## src/rtl/peripheral_bus_pkg.sv

```systemverilog
// periph_pkg: register map, TCON bit positions, UART FSM encoding and address window
package periph_pkg;
    localparam logic [31:0] PERIPH_BASE = 32'h4000_0000;
    localparam logic [2:0] REG_TH       = 3'd0;
    localparam logic [2:0] REG_TL       = 3'd1;
    localparam logic [2:0] REG_TCON     = 3'd2;
    localparam logic [2:0] REG_LED      = 3'd3;
    localparam logic [2:0] REG_SWITCH   = 3'd4;
    localparam logic [2:0] REG_DIGI     = 3'd5;
    localparam logic [2:0] REG_UART_TXD = 3'd6;
    localparam logic [2:0] REG_UART_CON = 3'd7;
    localparam int TCON_EN = 0;
    localparam int TCON_IE = 1;
    localparam int TCON_OV = 2;
    localparam logic [1:0] ST_IDLE  = 2'd0;
    localparam logic [1:0] ST_START = 2'd1;
    localparam logic [1:0] ST_DATA  = 2'd2;
    localparam logic [1:0] ST_STOP  = 2'd3;
endpackage

```

## src/rtl/peripheral_bus_if.sv

```systemverilog
// peripheral_bus_if: CPU data-bus load/store signals seen by the peripheral responder
interface peripheral_bus_if;
    logic        rd;
    logic        wr;
    logic [31:0] addr;
    logic [31:0] wdata;
    logic [31:0] rdata;
    modport master (output rd, wr, addr, wdata, input rdata);
    modport slave  (input rd, wr, addr, wdata, output rdata);
endinterface

```

## src/rtl/peripheral_bus_uart_tx.sv

```systemverilog
// uart_tx: 8N1 serial transmitter, CLK_DIV clocks per bit
module uart_tx import periph_pkg::*; #(
    parameter int CLK_DIV = 5208
) (
    input  logic       clk,
    input  logic       reset,
    input  logic       start,
    input  logic [7:0] data,
    output logic       txd,
    output logic       busy,
    output logic       done_pulse
);
    localparam int DW = $clog2(CLK_DIV);
    logic [1:0]    state_q, state_d;
    logic [DW-1:0] div_q, div_d;
    logic [2:0]    bit_q, bit_d;
    logic [7:0]    data_q, data_d;
    logic          last;
    always_comb begin
        last    = div_q == DW'(CLK_DIV - 1);
        state_d = state_q;
        bit_d   = bit_q;
        data_d  = data_q;
        div_d   = last ? '0 : div_q + DW'(1);
        case (state_q)
            ST_IDLE: begin
                div_d   = '0;
                bit_d   = '0;
                state_d = start ? ST_START : ST_IDLE;
                data_d  = start ? data : data_q;
            end
            ST_START: state_d = last ? ST_DATA : ST_START;
            ST_DATA: begin
                bit_d   = last ? bit_q + 3'd1 : bit_q;
                state_d = (last && bit_q == 3'd7) ? ST_STOP : ST_DATA;
            end
            default: state_d = last ? ST_IDLE : ST_STOP;
        endcase
    end
    always_ff @(posedge clk or posedge reset) begin
        if (reset) begin
            state_q <= ST_IDLE;
            div_q   <= '0;
            bit_q   <= '0;
            data_q  <= '0;
        end else begin
            state_q <= state_d;
            div_q   <= div_d;
            bit_q   <= bit_d;
            data_q  <= data_d;
        end
    end
    assign txd        = state_q == ST_START ? 1'b0 : state_q == ST_DATA ? data_q[bit_q] : 1'b1;
    assign busy       = state_q != ST_IDLE;
    assign done_pulse = state_q == ST_STOP && last;
endmodule

```

## src/rtl/peripheral_bus.sv

```systemverilog
// peripheral_bus: memory-mapped timer, LED/7-seg/switch ports and UART at 0x4000_0000.
// The UART transmitter exists only when PERIPH_UART_EN is defined.
module peripheral_bus import periph_pkg::*; #(
    parameter int CLK_DIV = 5208
) (
    input  logic             clk,
    input  logic             reset,
    peripheral_bus_if.slave  bus,
    input  logic [7:0]       switch,
    output logic [7:0]       led,
    output logic [11:0]      digi,
    output logic             irqout,
    output logic             uart_txd
);
    logic [31:0] th_q, th_d, tl_q, tl_d, rd_mux;
    logic [2:0]  tcon_q, tcon_d, off;
    logic [7:0]  led_q, led_d;
    logic [11:0] digi_q, digi_d;
    logic        sel, we, wr_tcon, ovf, unused_addr;
    assign unused_addr = ^bus.addr[1:0];
    assign sel = bus.addr[31:5] == PERIPH_BASE[31:5];
    assign off = bus.addr[4:2];
    assign we  = bus.wr && sel;
    always_comb begin
        wr_tcon   = we && off == REG_TCON;
        ovf       = tcon_q[TCON_EN] && &tl_q;
        th_d      = (we && off == REG_TH) ? bus.wdata : th_q;
        tl_d      = (we && off == REG_TL) ? bus.wdata : ovf ? th_q : tcon_q[TCON_EN] ? tl_q + 32'd1 : tl_q;
        tcon_d[1:0] = wr_tcon ? bus.wdata[1:0] : tcon_q[1:0];
        // an overflow landing on a TCON write still sets the status bit
        tcon_d[TCON_OV] = (wr_tcon ? bus.wdata[2] : tcon_q[TCON_OV]) | (ovf & tcon_q[TCON_IE]);
        led_d     = (we && off == REG_LED) ? bus.wdata[7:0] : led_q;
        digi_d    = (we && off == REG_DIGI) ? bus.wdata[11:0] : digi_q;
    end
    always_ff @(posedge clk or posedge reset) begin
        if (reset) begin
            th_q   <= '0;
            tl_q   <= '0;
            tcon_q <= '0;
            led_q  <= '0;
            digi_q <= '0;
        end else begin
            th_q   <= th_d;
            tl_q   <= tl_d;
            tcon_q <= tcon_d;
            led_q  <= led_d;
            digi_q <= digi_d;
        end
    end
`ifdef PERIPH_UART_EN
    logic busy, done_pulse, done_q, done_d;
    uart_tx #(.CLK_DIV(CLK_DIV)) u_tx (
        .clk(clk), .reset(reset), .start(we && off == REG_UART_TXD && !busy),
        .data(bus.wdata[7:0]), .txd(uart_txd), .busy(busy), .done_pulse(done_pulse)
    );
    assign done_d = done_pulse | (done_q & !(we && off == REG_UART_CON));
    always_ff @(posedge clk or posedge reset) begin
        if (reset) done_q <= 1'b0;
        else       done_q <= done_d;
    end
`else
    localparam int unused_clk_div = CLK_DIV;
    assign uart_txd = 1'b1;
`endif
    always_comb begin
        rd_mux = '0;
        case (off)
            REG_TH:       rd_mux = th_q;
            REG_TL:       rd_mux = tl_q;
            REG_TCON:     rd_mux = {29'd0, tcon_q};
            REG_LED:      rd_mux = {24'd0, led_q};
            REG_SWITCH:   rd_mux = {24'd0, switch};
            REG_DIGI:     rd_mux = {20'd0, digi_q};
`ifdef PERIPH_UART_EN
            REG_UART_CON: rd_mux = {30'd0, busy, done_q};
`endif
            default:      rd_mux = '0;
        endcase
        bus.rdata = (bus.rd && sel) ? rd_mux : '0;
    end
    assign led    = led_q;
    assign digi   = digi_q;
    assign irqout = tcon_q[TCON_IE] & tcon_q[TCON_OV];
endmodule

```

## src/flat_wrapper.sv

```systemverilog
// flat-port wrapper written by rule: the top's interface ports become plain ports
module peripheral_bus_flat import periph_pkg::*;
#(
    parameter int CLK_DIV = 5208
)
  (clk, reset, switch, led, digi, irqout, uart_txd, bus_rd, bus_wr, bus_addr, bus_wdata, bus_rdata);
  peripheral_bus_if bus_i ();
  input  logic clk;
  input  logic reset;
  input  logic [7:0] switch;
  output logic [7:0] led;
  output logic [11:0] digi;
  output logic irqout;
  output logic uart_txd;
  input wire logic [$bits(bus_i.rd)-1:0] bus_rd;
  input wire logic [$bits(bus_i.wr)-1:0] bus_wr;
  input wire logic [$bits(bus_i.addr)-1:0] bus_addr;
  input wire logic [$bits(bus_i.wdata)-1:0] bus_wdata;
  output wire logic [$bits(bus_i.rdata)-1:0] bus_rdata;
  assign bus_i.rd = bus_rd;
  assign bus_i.wr = bus_wr;
  assign bus_i.addr = bus_addr;
  assign bus_i.wdata = bus_wdata;
  assign bus_rdata = bus_i.rdata;
  peripheral_bus #(.CLK_DIV(CLK_DIV)) u_core (.clk(clk), .reset(reset), .bus(bus_i), .switch(switch), .led(led), .digi(digi), .irqout(irqout), .uart_txd(uart_txd));
endmodule
```

## config.mk

```make
export PLATFORM = sky130hd
export DESIGN_NAME = peripheral_bus_flat
export DESIGN_NICKNAME = d
export VERILOG_FILES = /design/src/rtl/peripheral_bus_pkg.sv /design/src/rtl/peripheral_bus_if.sv /design/src/rtl/peripheral_bus_uart_tx.sv /design/src/rtl/peripheral_bus.sv /design/src/flat_wrapper.sv
export SDC_FILE = /design/constraint.sdc
export NUM_CORES = 1
export LEC_CHECK = 0
export BUFFER_PORTS_ARGS = -buffer_cell sky130_fd_sc_hd__buf_2
export CORE_MARGIN = 4
export CORE_UTILIZATION = 50
export DETAILED_ROUTE_END_ITERATION = 8
export PLACE_DENSITY = 0.77
export REMOVE_ABC_BUFFERS = 1
export SLEW_MARGIN = 5
export SYNTH_ARGS = -nofsm -noshare
export SYNTH_HDL_FRONTEND = slang
export SYNTH_SLANG_ARGS = --single-unit
```

## constraint.sdc

```tcl
create_clock -name clk -period 4.7 [get_ports clk]
set_input_delay 0.235 -clock clk [delete_from_list [all_inputs] [get_ports clk]]
set_output_delay 0.235 -clock clk [all_outputs]
set_load 0.02 [all_outputs]
```

==> run metrics <==
Max stage delay on crit path 840 ps; vias in the first global route 4856; Top delay family on crit path simple AND/OR/NAND/NOR gates; clock sink count 87; EDFF count, synth 0; Fin. Hold Viols 0; yosys warns 0; port buffer count 126; final RePlAce weighted congestion 0.870; setup tns final 0 ps; MaxCap Viol Count 0; Crit Path Category flip-flop to flip-flop; synthesized cell area 5220 sq um; cell count of the worst reg-to-reg path 7; I/O Pins 130; DPL Wire Length 10200 um; crit path DAT 3440 ps; Worst Hold Class input port to flip-flop; Die X 110 um; HP Start bus_wdata[25]; outcome finished, final reports clean; WHS Path Cells 3; Critical Path RT 4990 ps; Area Growth Syn to Fin 17.7%; Logic pwr share 0.065; H-tree depth 3; ANT cells 0; cell area power density 227 nW/um^2; post-detailed-route wirelength per cell 19.4 um; leakage 0.00278 uW; Int Pwr 1050 uW; critical path capture point type flip-flop; final wirelength 15400 um; Seq/Total Area, Yosys 0.417; Via Count 4920; DRC Markers 0; CTS Buffer Depth 2; initial antenna violation count 0; share of the synthesized area in the top cell type 0.417; crit path launch u_core.tl_q[0]; synthesized area per cell 9.57 sq um; First-pass DRT Iterations 6; Worst path slowest cell and3_1; first-pass GRT wire length 24000 um; Via density 6.22; post-layout min period 3150 ps; Clock power frac 0.398; final critical-path share of the clock period 0.671; GRT Total Usage 0.257; post-place setup slack 1660 ps; Psw 347 uW; post-synthesis async set-or-reset flop share 1.00; post-CTS sizing 0; row count 37; worst setup margin 1550 ps; largest net degree at the start of global routing 55; post-synthesis cell type count 55; register clock-pin slew on the reported worst setup and hold paths 100 ps; Num CTS Buffers 9; Setup crit start kind flip-flop; Vert. Die Dim 110 um; register share of total power 0.536; top cells by area, synth dfrtp_1 42%, mux2_2 14%, a22oi_1 4.8%; Reg-to-Reg Start u_core.tl_q[0]; Placeable Area 10200 sq um; Yosys top cell by area dfrtp_1; RSZ-0062 raised after global routing false; Initial Util 0.510; net switching fraction of the power 0.249; Slew @ Worst Pin 1150 ps; R2R Setup Slk 1550 ps; Peak Freq 0.317 GHz; cells after synthesis 545; DRT iter0 DRCs 397; total grt overflow 0; clk root buf clkbuf_8; final setup fails 0; ys flop type dfrtp_1; Buf+Inv Stages, Crit Path 0; layout cell share with drive strength beyond 1 0.348; IR drop worst, VDD 0.134 mV; # fillers 900; worst clock skew 15.1 ps; worst-path cell chain ha_1 -> nand4_1 -> nor4_4 -> and3_1 -> nor2_1 -> or3_1 -> a21oi_1; Clk Latency, worst-skew pair 370 ps; relative slew slack 0.229; nets 727; post-route ant nets 0; CP max FO 21; CTS tree yes; Seq cells post-synth 87; Die Footprint 12100 sq um; Slew Viols, Final 0; cell depth of the worst setup path 7
## layout by cell type (no fill, tap or decap), drive strengths merged, types with 2 or more instances in the layout
cell type,instances
buf,133
nand2b,3
and3,9
dfrtp,87
a211oi,4
clkbuf,11
inv,5
xnor2,4
clkinv,4
nor3,18
nand4,14
nand3,20
a31oi,7
a32oi,4
xor2,13
o211ai,5
o31ai,7
mux4,2
a21o,4
mux2i,5
and4,6
and2,3
nand2,49
or3,9
o21ai,20
a2111oi,2
nor4,11
nor2,51
mux2,64
a22oi,33
nor2b,3
a21oi,30
## area by class of cell
cell class	count	area, sq um	area share
clock buffer	11	141	0.0230
clock inverter	5	65.1	0.0106
inverter	5	20.0	0.00326
multi-input combinational	413	2870	0.468
sequential	87	2180	0.355
tap	136	170	0.0277
timing repair buffer	134	693	0.113
## worst min-delay path, cell delays in order
cell and delay (ps):
buf_2 80, nand2_1 50, o31ai_1 50
## flip-flops by register name, summed over array words and instances, names as in the netlist
name           cells
u_core.th_q       32
u_core.tcon_q      3
u_core.led         8
u_core.tl_q       32
u_core.digi       12
## power groups by stage
stage / logic, uW / registers, uW / clock network, uW
after CTS: 91.1 / 748 / 562
after global placement: 88.0 / 763 / 0
after floorplan: 31.7 / 763 / 0
after global routing: 100 / 748 / 597
final: 91.3 / 748 / 556
after detailed placement: 90.0 / 763 / 0
## kinds of logic after synthesis
group | Yosys count | share of synthesized area
adder cells (fa/ha/maj) | 1 | 0.00240
buffers and inverters | 45 | 0.0377
other | 1 | 0.000719
AND/OR/NAND/NOR | 199 | 0.200
AO/OA/AOI/OAI | 124 | 0.157
XOR/XNOR | 17 | 0.0286
multiplexers | 71 | 0.156
flip-flops | 87 | 0.417
## routing by layer
metal  vias up  track usage  wire length, um
met3        30       0.0501             1390
met4         0        0.102              343
met2       274        0.423             7300
met5         -            0                0
li1       2234            -                -
met1      2382        0.334             6330
## final timing paths
path                                   end
min reg2reg                 u_core.digi[7]
max reg2reg                 u_core.tl_q[7]
min in group asynchronous  u_core.tl_q[19]
min                        u_core.tl_q[25]
max                         u_core.tl_q[7]
max in group asynchronous   u_core.digi[1]
## stage by stage
stage          total power, uW  hold WS (ps)  std cells  cell area, sq um  utilization
6_report                  1390          75.4        791              6140        0.600
5_1_grt                   1450          68.5        791              6140        0.600
4_1_cts                   1400          68.7        791              6140        0.600
3_5_place_dp               853           327        774              5920        0.579
3_3_place_gp               851           313        774              5920        0.579
2_1_floorplan              795           348        505              5040            -
## repair_timing
item	4_1_cts	5_1_grt
endpoints found under the hold margin	33	0
setup buffers	0	0
endpoints found under the setup margin	0	0
hold buffers	1	0
## synth_stat cells (11+ instances only)
cell,instances
nand4_1,11
a21oi_1,30
nand2_1,49
nor3_1,17
clkbuf_1,20
nor2_1,50
buf_2,12
dfrtp_1,87
o21ai_0,11
nand3_1,20
mux2_2,64
a22oi_1,33
xor2_1,13
No activity file was read; power rests on OpenSTA's default activity.
